## src/rtl/axi_master_compare_pkg.sv

```systemverilog
// Default AXI4+ATOP channel and request/response types for the lockstep comparator.
// Narrow ID/user widths keep the default build small; real integrations override the type parameters.
package axi_master_compare_pkg;

  localparam int unsigned IdWidth   = 4;
  localparam int unsigned AddrWidth = 32;
  localparam int unsigned DataWidth = 32;
  localparam int unsigned UserWidth = 1;
  localparam int unsigned StrbWidth = DataWidth / 8;

  typedef logic [IdWidth-1:0]   id_t;
  typedef logic [AddrWidth-1:0] addr_t;
  typedef logic [DataWidth-1:0] data_t;
  typedef logic [StrbWidth-1:0] strb_t;
  typedef logic [UserWidth-1:0] user_t;

  typedef struct packed {
    id_t        id;
    addr_t      addr;
    logic [7:0] len;
    logic [2:0] size;
    logic [1:0] burst;
    logic       lock;
    logic [3:0] cache;
    logic [2:0] prot;
    logic [3:0] qos;
    logic [3:0] region;
    logic [5:0] atop;
    user_t      user;
  } aw_chan_t;

  typedef struct packed {
    data_t data;
    strb_t strb;
    logic  last;
    user_t user;
  } w_chan_t;

  typedef struct packed {
    id_t        id;
    logic [1:0] resp;
    user_t      user;
  } b_chan_t;

  typedef struct packed {
    id_t        id;
    addr_t      addr;
    logic [7:0] len;
    logic [2:0] size;
    logic [1:0] burst;
    logic       lock;
    logic [3:0] cache;
    logic [2:0] prot;
    logic [3:0] qos;
    logic [3:0] region;
    user_t      user;
  } ar_chan_t;

  typedef struct packed {
    id_t        id;
    data_t      data;
    logic [1:0] resp;
    logic       last;
    user_t      user;
  } r_chan_t;

  typedef struct packed {
    aw_chan_t aw;
    logic     aw_valid;
    w_chan_t  w;
    logic     w_valid;
    logic     b_ready;
    ar_chan_t ar;
    logic     ar_valid;
    logic     r_ready;
  } req_t;

  typedef struct packed {
    logic    aw_ready;
    logic    ar_ready;
    logic    w_ready;
    logic    b_valid;
    b_chan_t b;
    logic    r_valid;
    r_chan_t r;
  } rsp_t;

endpackage

```

## src/rtl/axi_master_compare_lockstep_chan.sv

```systemverilog
// One request channel of the lockstep pair: joins A (primary) and B (shadow) valids,
// flags payload divergence at the handshake and detects one master waiting on the other.
module axi_lockstep_chan #(
  parameter type         chan_t        = logic,
  parameter int unsigned TimeoutCycles = 1024
) (
  input  logic  clk,
  input  logic  rst_n,
  input  logic  a_valid,
  input  chan_t a_chan,
  input  logic  b_valid,
  input  chan_t b_chan,
  input  logic  block,
  input  logic  slv_ready,
  output logic  slv_valid,
  output logic  a_ready,
  output logic  b_ready,
  output logic  handshake,
  output logic  mismatch,
  output logic  timeout
);

  logic joined;
  logic single;

  assign joined    = a_valid & b_valid & ~block;
  assign slv_valid = joined;
  assign handshake = slv_ready & joined;
  assign a_ready   = handshake;
  assign b_ready   = handshake;
  assign mismatch  = handshake & (a_chan != b_chan);
  assign single    = a_valid ^ b_valid;

  if (TimeoutCycles == 0) begin : g_no_timeout
    assign timeout = 1'b0;
  end else begin : g_timeout
    localparam int unsigned CntW = $clog2(TimeoutCycles + 1);
    localparam logic [CntW-1:0] Limit = CntW'(TimeoutCycles);

    logic [CntW-1:0] cnt;

    always_ff @(posedge clk or negedge rst_n) begin
      if (!rst_n) begin
        cnt <= '0;
      end else if (!single) begin
        cnt <= '0;
      end else if (cnt != Limit) begin
        cnt <= cnt + 1'b1;
      end
    end

    // Asserted during the cycle whose edge brings the count to the limit, so the
    // sticky flag lands exactly TimeoutCycles single-sided cycles after the stall began.
    assign timeout = single & (cnt >= Limit - 1'b1);
  end

endmodule

```

## src/rtl/axi_master_compare.sv

```systemverilog
// Lockstep checker for a duplicated AXI4+ATOP master pair: joins and compares AW/W/AR,
// forwards master A's payload downstream and forks every B/R beat to both masters.
module axi_master_compare
  import axi_master_compare_pkg::*;
#(
  parameter int unsigned MaxTxns       = 8,
  parameter int unsigned TimeoutCycles = 1024,
  parameter type         axi_aw_chan_t = aw_chan_t,
  parameter type         axi_w_chan_t  = w_chan_t,
  parameter type         axi_b_chan_t  = b_chan_t,
  parameter type         axi_ar_chan_t = ar_chan_t,
  parameter type         axi_r_chan_t  = r_chan_t,
  parameter type         axi_req_t     = req_t,
  parameter type         axi_rsp_t     = rsp_t
) (
  input  logic       clk_i,
  input  logic       rst_ni,
  input  logic       clear_i,
  input  axi_req_t   axi_mst_a_req_i,
  output axi_rsp_t   axi_mst_a_rsp_o,
  input  axi_req_t   axi_mst_b_req_i,
  output axi_rsp_t   axi_mst_b_rsp_o,
  output axi_req_t   axi_slv_req_o,
  input  axi_rsp_t   axi_slv_rsp_i,
  output logic       aw_mismatch_o,
  output logic       w_mismatch_o,
  output logic       ar_mismatch_o,
  output logic [2:0] timeout_o,
  output logic       mismatch_o,
  output logic       busy_o
);

  localparam int unsigned CntW = $clog2(MaxTxns + 1);
  localparam logic [CntW-1:0] CntMax = CntW'(MaxTxns);

  logic [CntW-1:0] wr_cnt, rd_cnt;
  logic            aw_block, ar_block;
  logic            aw_valid, aw_ready_a, aw_ready_b, aw_hs, aw_mm;
  logic            w_valid, w_ready_a, w_ready_b, w_hs, w_mm;
  logic            ar_valid, ar_ready_a, ar_ready_b, ar_hs, ar_mm;
  logic [2:0]      timeout_hit;

  logic            b_done_a, b_done_b, b_to_a, b_to_b, b_slv_ready, b_deliver;
  logic            r_done_a, r_done_b, r_to_a, r_to_b, r_slv_ready, r_deliver;
  axi_b_chan_t     b_beat;
  axi_r_chan_t     r_beat;

  assign aw_block = (wr_cnt == CntMax);
  assign ar_block = (rd_cnt == CntMax);

  axi_lockstep_chan #(.chan_t(axi_aw_chan_t), .TimeoutCycles(TimeoutCycles)) i_aw (
    .clk       (clk_i),
    .rst_n     (rst_ni),
    .a_valid   (axi_mst_a_req_i.aw_valid),
    .a_chan    (axi_mst_a_req_i.aw),
    .b_valid   (axi_mst_b_req_i.aw_valid),
    .b_chan    (axi_mst_b_req_i.aw),
    .block     (aw_block),
    .slv_ready (axi_slv_rsp_i.aw_ready),
    .slv_valid (aw_valid),
    .a_ready   (aw_ready_a),
    .b_ready   (aw_ready_b),
    .handshake (aw_hs),
    .mismatch  (aw_mm),
    .timeout   (timeout_hit[0])
  );

  axi_lockstep_chan #(.chan_t(axi_w_chan_t), .TimeoutCycles(TimeoutCycles)) i_w (
    .clk       (clk_i),
    .rst_n     (rst_ni),
    .a_valid   (axi_mst_a_req_i.w_valid),
    .a_chan    (axi_mst_a_req_i.w),
    .b_valid   (axi_mst_b_req_i.w_valid),
    .b_chan    (axi_mst_b_req_i.w),
    .block     (1'b0),
    .slv_ready (axi_slv_rsp_i.w_ready),
    .slv_valid (w_valid),
    .a_ready   (w_ready_a),
    .b_ready   (w_ready_b),
    .handshake (w_hs),
    .mismatch  (w_mm),
    .timeout   (timeout_hit[1])
  );

  axi_lockstep_chan #(.chan_t(axi_ar_chan_t), .TimeoutCycles(TimeoutCycles)) i_ar (
    .clk       (clk_i),
    .rst_n     (rst_ni),
    .a_valid   (axi_mst_a_req_i.ar_valid),
    .a_chan    (axi_mst_a_req_i.ar),
    .b_valid   (axi_mst_b_req_i.ar_valid),
    .b_chan    (axi_mst_b_req_i.ar),
    .block     (ar_block),
    .slv_ready (axi_slv_rsp_i.ar_ready),
    .slv_valid (ar_valid),
    .a_ready   (ar_ready_a),
    .b_ready   (ar_ready_b),
    .handshake (ar_hs),
    .mismatch  (ar_mm),
    .timeout   (timeout_hit[2])
  );

  // Response forks: a beat retires downstream only once both masters have taken it.
  assign b_beat      = axi_slv_rsp_i.b;
  assign b_to_a      = axi_slv_rsp_i.b_valid & ~b_done_a;
  assign b_to_b      = axi_slv_rsp_i.b_valid & ~b_done_b;
  assign b_slv_ready = (axi_mst_a_req_i.b_ready | b_done_a) & (axi_mst_b_req_i.b_ready | b_done_b);
  assign b_deliver   = axi_slv_rsp_i.b_valid & b_slv_ready;

  assign r_beat      = axi_slv_rsp_i.r;
  assign r_to_a      = axi_slv_rsp_i.r_valid & ~r_done_a;
  assign r_to_b      = axi_slv_rsp_i.r_valid & ~r_done_b;
  assign r_slv_ready = (axi_mst_a_req_i.r_ready | r_done_a) & (axi_mst_b_req_i.r_ready | r_done_b);
  assign r_deliver   = axi_slv_rsp_i.r_valid & r_slv_ready;

  always_ff @(posedge clk_i or negedge rst_ni) begin
    if (!rst_ni) begin
      b_done_a <= 1'b0;
      b_done_b <= 1'b0;
      r_done_a <= 1'b0;
      r_done_b <= 1'b0;
    end else begin
      if (b_deliver) begin
        b_done_a <= 1'b0;
        b_done_b <= 1'b0;
      end else begin
        b_done_a <= b_done_a | (b_to_a & axi_mst_a_req_i.b_ready);
        b_done_b <= b_done_b | (b_to_b & axi_mst_b_req_i.b_ready);
      end
      if (r_deliver) begin
        r_done_a <= 1'b0;
        r_done_b <= 1'b0;
      end else begin
        r_done_a <= r_done_a | (r_to_a & axi_mst_a_req_i.r_ready);
        r_done_b <= r_done_b | (r_to_b & axi_mst_b_req_i.r_ready);
      end
    end
  end

  always_ff @(posedge clk_i or negedge rst_ni) begin
    if (!rst_ni) begin
      wr_cnt <= '0;
      rd_cnt <= '0;
    end else begin
      if (aw_hs && !b_deliver && wr_cnt != CntMax) begin
        wr_cnt <= wr_cnt + 1'b1;
      end else if (!aw_hs && b_deliver && wr_cnt != '0) begin
        wr_cnt <= wr_cnt - 1'b1;
      end
      if (ar_hs && !(r_deliver && r_beat.last) && rd_cnt != CntMax) begin
        rd_cnt <= rd_cnt + 1'b1;
      end else if (!ar_hs && r_deliver && r_beat.last && rd_cnt != '0) begin
        rd_cnt <= rd_cnt - 1'b1;
      end
    end
  end

  always_ff @(posedge clk_i or negedge rst_ni) begin
    if (!rst_ni) begin
      aw_mismatch_o <= 1'b0;
      w_mismatch_o  <= 1'b0;
      ar_mismatch_o <= 1'b0;
      timeout_o     <= '0;
    end else begin
      aw_mismatch_o <= aw_mm | (aw_mismatch_o & ~clear_i);
      w_mismatch_o  <= w_mm  | (w_mismatch_o  & ~clear_i);
      ar_mismatch_o <= ar_mm | (ar_mismatch_o & ~clear_i);
      timeout_o     <= timeout_hit | (timeout_o & {3{~clear_i}});
    end
  end

  assign mismatch_o = aw_mismatch_o | w_mismatch_o | ar_mismatch_o | (|timeout_o);
  assign busy_o     = (wr_cnt != '0) | (rd_cnt != '0)
                    | b_done_a | b_done_b | r_done_a | r_done_b
                    | axi_mst_a_req_i.aw_valid | axi_mst_a_req_i.w_valid | axi_mst_a_req_i.ar_valid
                    | axi_mst_b_req_i.aw_valid | axi_mst_b_req_i.w_valid | axi_mst_b_req_i.ar_valid;

  always_comb begin
    axi_slv_req_o          = axi_mst_a_req_i;
    axi_slv_req_o.aw_valid = aw_valid;
    axi_slv_req_o.w_valid  = w_valid;
    axi_slv_req_o.ar_valid = ar_valid;
    axi_slv_req_o.b_ready  = b_slv_ready;
    axi_slv_req_o.r_ready  = r_slv_ready;

    axi_mst_a_rsp_o          = axi_slv_rsp_i;
    axi_mst_a_rsp_o.aw_ready = aw_ready_a;
    axi_mst_a_rsp_o.w_ready  = w_ready_a;
    axi_mst_a_rsp_o.ar_ready = ar_ready_a;
    axi_mst_a_rsp_o.b_valid  = b_to_a;
    axi_mst_a_rsp_o.b        = b_beat;
    axi_mst_a_rsp_o.r_valid  = r_to_a;
    axi_mst_a_rsp_o.r        = r_beat;

    axi_mst_b_rsp_o          = axi_slv_rsp_i;
    axi_mst_b_rsp_o.aw_ready = aw_ready_b;
    axi_mst_b_rsp_o.w_ready  = w_ready_b;
    axi_mst_b_rsp_o.ar_ready = ar_ready_b;
    axi_mst_b_rsp_o.b_valid  = b_to_b;
    axi_mst_b_rsp_o.b        = b_beat;
    axi_mst_b_rsp_o.r_valid  = r_to_b;
    axi_mst_b_rsp_o.r        = r_beat;
  end

endmodule

```

## config.mk

```make
export PLATFORM = sky130hd
export DESIGN_NAME = axi_master_compare
export DESIGN_NICKNAME = d
export VERILOG_FILES = /design/src/rtl/axi_master_compare_pkg.sv /design/src/rtl/axi_master_compare_lockstep_chan.sv /design/src/rtl/axi_master_compare.sv
export SDC_FILE = /design/constraint.sdc
export NUM_CORES = 1
export LEC_CHECK = 0
export ABC_AREA = 1
export BUFFER_PORTS_ARGS = -buffer_cell sky130_fd_sc_hd__buf_2
export CORE_AREA = 2 2 278 280
export CTS_BUF_LIST = sky130_fd_sc_hd__clkbuf_8
export DETAILED_ROUTE_END_ITERATION = 16
export DIE_AREA = 0 0 280 282
export GPL_ROUTABILITY_DRIVEN = 0
export SYNTH_ARGS = -nofsm -noshare
export SYNTH_HDL_FRONTEND = slang
export SYNTH_SLANG_ARGS = --single-unit
```

## constraint.sdc

```tcl
create_clock -name clk_i -period 4.41 [get_ports clk_i]
set_input_delay 0.882 -clock clk_i [delete_from_list [all_inputs] [get_ports clk_i]]
set_output_delay 0.882 -clock clk_i [all_outputs]
set_load 0.02 [all_outputs]
```

==> summary.txt <==
Status
  • Status: completed

Setup path
  • Worst Path Required: 3530 ps
  • Crit path DAT: around 2000 ps
  • Worst setup path end: axi_mst_a_rsp_o[51]
  • Crit Path Max Fanout: 5
  • R2r endpoint: rd_cnt[3]
  • RR Startpoint: rd_cnt[0]
  • R2R setup slack: 2230 ps
  • CP startpoint: axi_mst_a_req_i[108]
  • Setup crit end kind: primary output
  • FF-to-FF path depth: 12
  • Worst setup SP type: primary input
  • WS Path Type: in2out

Placed design
  • Placed cell area: just under 10000 um2
  • DP HPWL: 31000 um
  • IO Port Bufs: 571
  • # placed instances: 2442

Die
  • Core Area: about 76000 um2
  • Io pins: 710
  • Total die area: 79000 um2
  • Row count: 101
  • Die Ht: between 200 and 300 um
  • DIE WIDTH: about 280 um
  • Starting density of the core: 10.1%

Synthesis
  • Area leader, netlist: buf_4
  • Yosys reg bits: 51
  • Unique masters post-synth: 38
  • Mapped cell area: between 7000 and 8000 um2
  • Post-Synth XOR/XNOR Area: 13.8%
  • Synth Area in Adders: 2.65%
  • Area contributors post-synth: buf_4, dfrtp_1, nand2_1
  • Synth Area in Compound Gates: 4.43%
  • Number of synthesized flops with an enable pin: 0
  • Average size of a mapped cell: approximately 6.5 um2
  • Simple-gate portion of the synthesized area: 26.8%
  • Synth top area share: 27.9%
  • Top cells by count, synth: buf_4, nand2_1, nor2_1
  • Count leader, synth: buf_4
  • Multiplexer area fraction after synthesis: 0%
  • Largest family of logic cells by synthesized area: buffers and inverters
  • Cells after synthesis: 1179
  • Async set or reset register ratio after synthesis: 100%
  • Mapped Nets: 1611
  • Ys Warns: 0
  • Sequential fraction of the synthesis area: 16.7%
  • Synth Flop Type: dfrtp_1

Power
  • Internal power: ~1100 uW
  • Comb pwr share: between 50% and 60%
  • Power after layout: 1920 uW
  • Sw Share: 44.8%
  • Maximum VDD drop: 145 uV
  • Clock power share: between 10% and 20%
  • Sw Pwr: 859 uW
  • Sequential share of power: slightly above 30%
  • LEAKAGE: 0.00541 uW
  • PD cells: 198 nW/um2

Clock tree
  • CTS root buffer: clkbuf_8
  • # hold bufs at CTS: 0
  • Clock sink total: 51
  • CTS clk-pin slew, worst paths: 100 ps
  • H-tree depth: 2
  • CTS tree: yes
  • Cts repair resizes: 0
  • Worst skew pair latency: 320 ps
  • TritonCTS buffer count: 5
  • Post CTS Setup Buffer Count: 0
  • Clock Path Buffers: 2

Global routing
  • Global-route wire length before repair: 44800 um
  • GRT Residual Overflow: 0
  • Vias in the first global route: 6808
  • Initial antenna violation count: 10
  • GRT Resource Usage Total: 7.90%
  • Largest net degree at the start of global routing: 29

STA
  • Fmax: 0.351 GHz
  • Unrepaired setup endpoints after global routing: false
  • Hold Violations, Final: 0
  • Clock skew: around 11 ps
  • Final setup fails: 0
  • Setup Total Neg Slack: 0 ps
  • Least-Margin Pin Slew: about 680 ps
  • Final period utilization: around 65%
  • Slew Viols, Final: 0
  • Max_slew headroom: between 50% and 60%
  • Min Tclk post-route: 2850 ps

Routing
  • Avg WL per Cell: 13.9 um
  • Antenna viol nets, final: 0
  • Vias per inst: between 3 and 4
  • DRT Pass-1 Iters: 5
  • Vias: 7670
  • Final WL: 34000 um
  • # DRC: 0
  • Drt initial violations: 386

Finish
  • Final cell count without fillers: 2452
  • Layout cell share with drive strength beyond 1: 41.8%
  • Area growth syn-to-layout: 26.7%
  • Fill count: roughly 8.8k
  • Multi-input logic area: 3650 um2
  • Finished Cell Area: 9700 um2
  • NumNets Final: 1903
  • Sequential standard cell area: approximately 1300 um2

Worst hold path
  • HP Class: reg2reg

Run
  • Max-cap violation count: 0
[layout by cell type (no fill, tap or decap), types with 2 or more instances in the layout]
| master | synthesis | routed |
|---|---|---|
| nand4_1 | 12 | 12 |
| nand2_2 | 6 | 6 |
| o21ai_0 | 19 | 19 |
| inv_2 | 5 | 5 |
| nor3b_1 | 3 | 3 |
| buf_2 | 0 | 571 |
| nor4_1 | 5 | 5 |
| o22ai_1 | 2 | 2 |
| nand2_1 | 239 | 239 |
| nor2_4 | 3 | 3 |
| nand3_2 | 2 | 2 |
| diode_2 | 0 | 2 |
| a21oi_1 | 23 | 23 |
| nor2_1 | 165 | 165 |
| nor2_2 | 6 | 6 |
| dfrtp_1 | 51 | 51 |
| inv_1 | 149 | 149 |
| a21o_1 | 2 | 2 |
| clkbuf_8 | 0 | 5 |
| xnor2_1 | 33 | 33 |
| fa_1 | 2 | 2 |
| nor3_1 | 13 | 13 |
| o21ai_1 | 6 | 6 |
| ha_1 | 13 | 13 |
| or2_2 | 8 | 8 |
| nand3_1 | 25 | 25 |
| xor2_1 | 88 | 88 |
[layer usage]
layer / wire length [um] / track usage (%)
met5: 41 / 0
met4: 865 / 1.91
met3: 5090 / 4.87
met2: 13400 / 11.0
met1: 14600 / 10.1
[state kept, by name, summed over array words and instances, names as in the netlist]
signal	cells
ar_mismatch_o	1
r_done_b	1
rd_cnt	4
i_w.g_timeout.cnt	11
r_done_a	1
wr_cnt	4
aw_mismatch_o	1
timeout_o	3
b_done_a	1
i_aw.g_timeout.cnt	11
b_done_b	1
w_mismatch_o	1
i_ar.g_timeout.cnt	11
[cell families (layout without fill, tap and decap cells)]
| kind of cell | after synthesis | after routing |
|---|---|---|
| simple gates | 490 | 490 |
| buf+inv | 442 | 735 |
| xor+xnor | 121 | 121 |
| compound gates | 60 | 60 |
| flops | 51 | 51 |
| fa+ha+maj | 15 | 15 |
| other cells | 0 | 2 |
[power groups by stage]
stage / clock [uW] / combinational, uW / sequential [uW]
3_5_place_dp: 0 / 1040 / 602
6_report: 301 / 1030 / 592
4_1_cts: 323 / 1040 / 594
3_3_place_gp: 0 / 1030 / 604
2_1_floorplan: 0 / 820 / 591
5_1_grt: 342 / 1160 / 605
[how the worst min path moves through the flow]
stage                          from  cells past startpoint   endpoint
final                     rd_cnt[3]                      2  rd_cnt[3]
after global routing      rd_cnt[3]                      2  rd_cnt[3]
after CTS                 rd_cnt[3]                      2  rd_cnt[3]
after detailed placement  rd_cnt[3]                      2  rd_cnt[3]
after global placement    rd_cnt[3]                      2  rd_cnt[3]
after floorplan           rd_cnt[3]                      2  rd_cnt[3]
[cell type report]
type,instances,share of cell area [%]
diodes,2,0.0516
clock buffers,5,0.709
clock inverters,3,0.284
inverters,155,6.02
multi-input cells,686,37.6
flip-flops and latches,51,13.2
well taps,978,12.6
repair buffers,572,29.5
[stage by stage]
| step | hold slack (ps) | utilization, % | setup WS (ps) |
|---|---|---|---|
| 4_1_cts | 517 | 12.8 | 1560 |
| 3_5_place_dp | 487 | 12.7 | 1500 |
| 2_1_floorplan | 469 | - | 1930 |
| 3_3_place_gp | 489 | 12.7 | 1520 |
| 5_1_grt | 547 | 12.8 | 1490 |
| 6_report | 515 | 12.8 | 1560 |
[worst max-delay path: stages]
cell     delay, ps
buf_2           90
ha_1           290
inv_1           90
a31oi_2        180
nand2_1        110
inv_2          130
buf_2          180
Power figures use the tool's default switching activity.
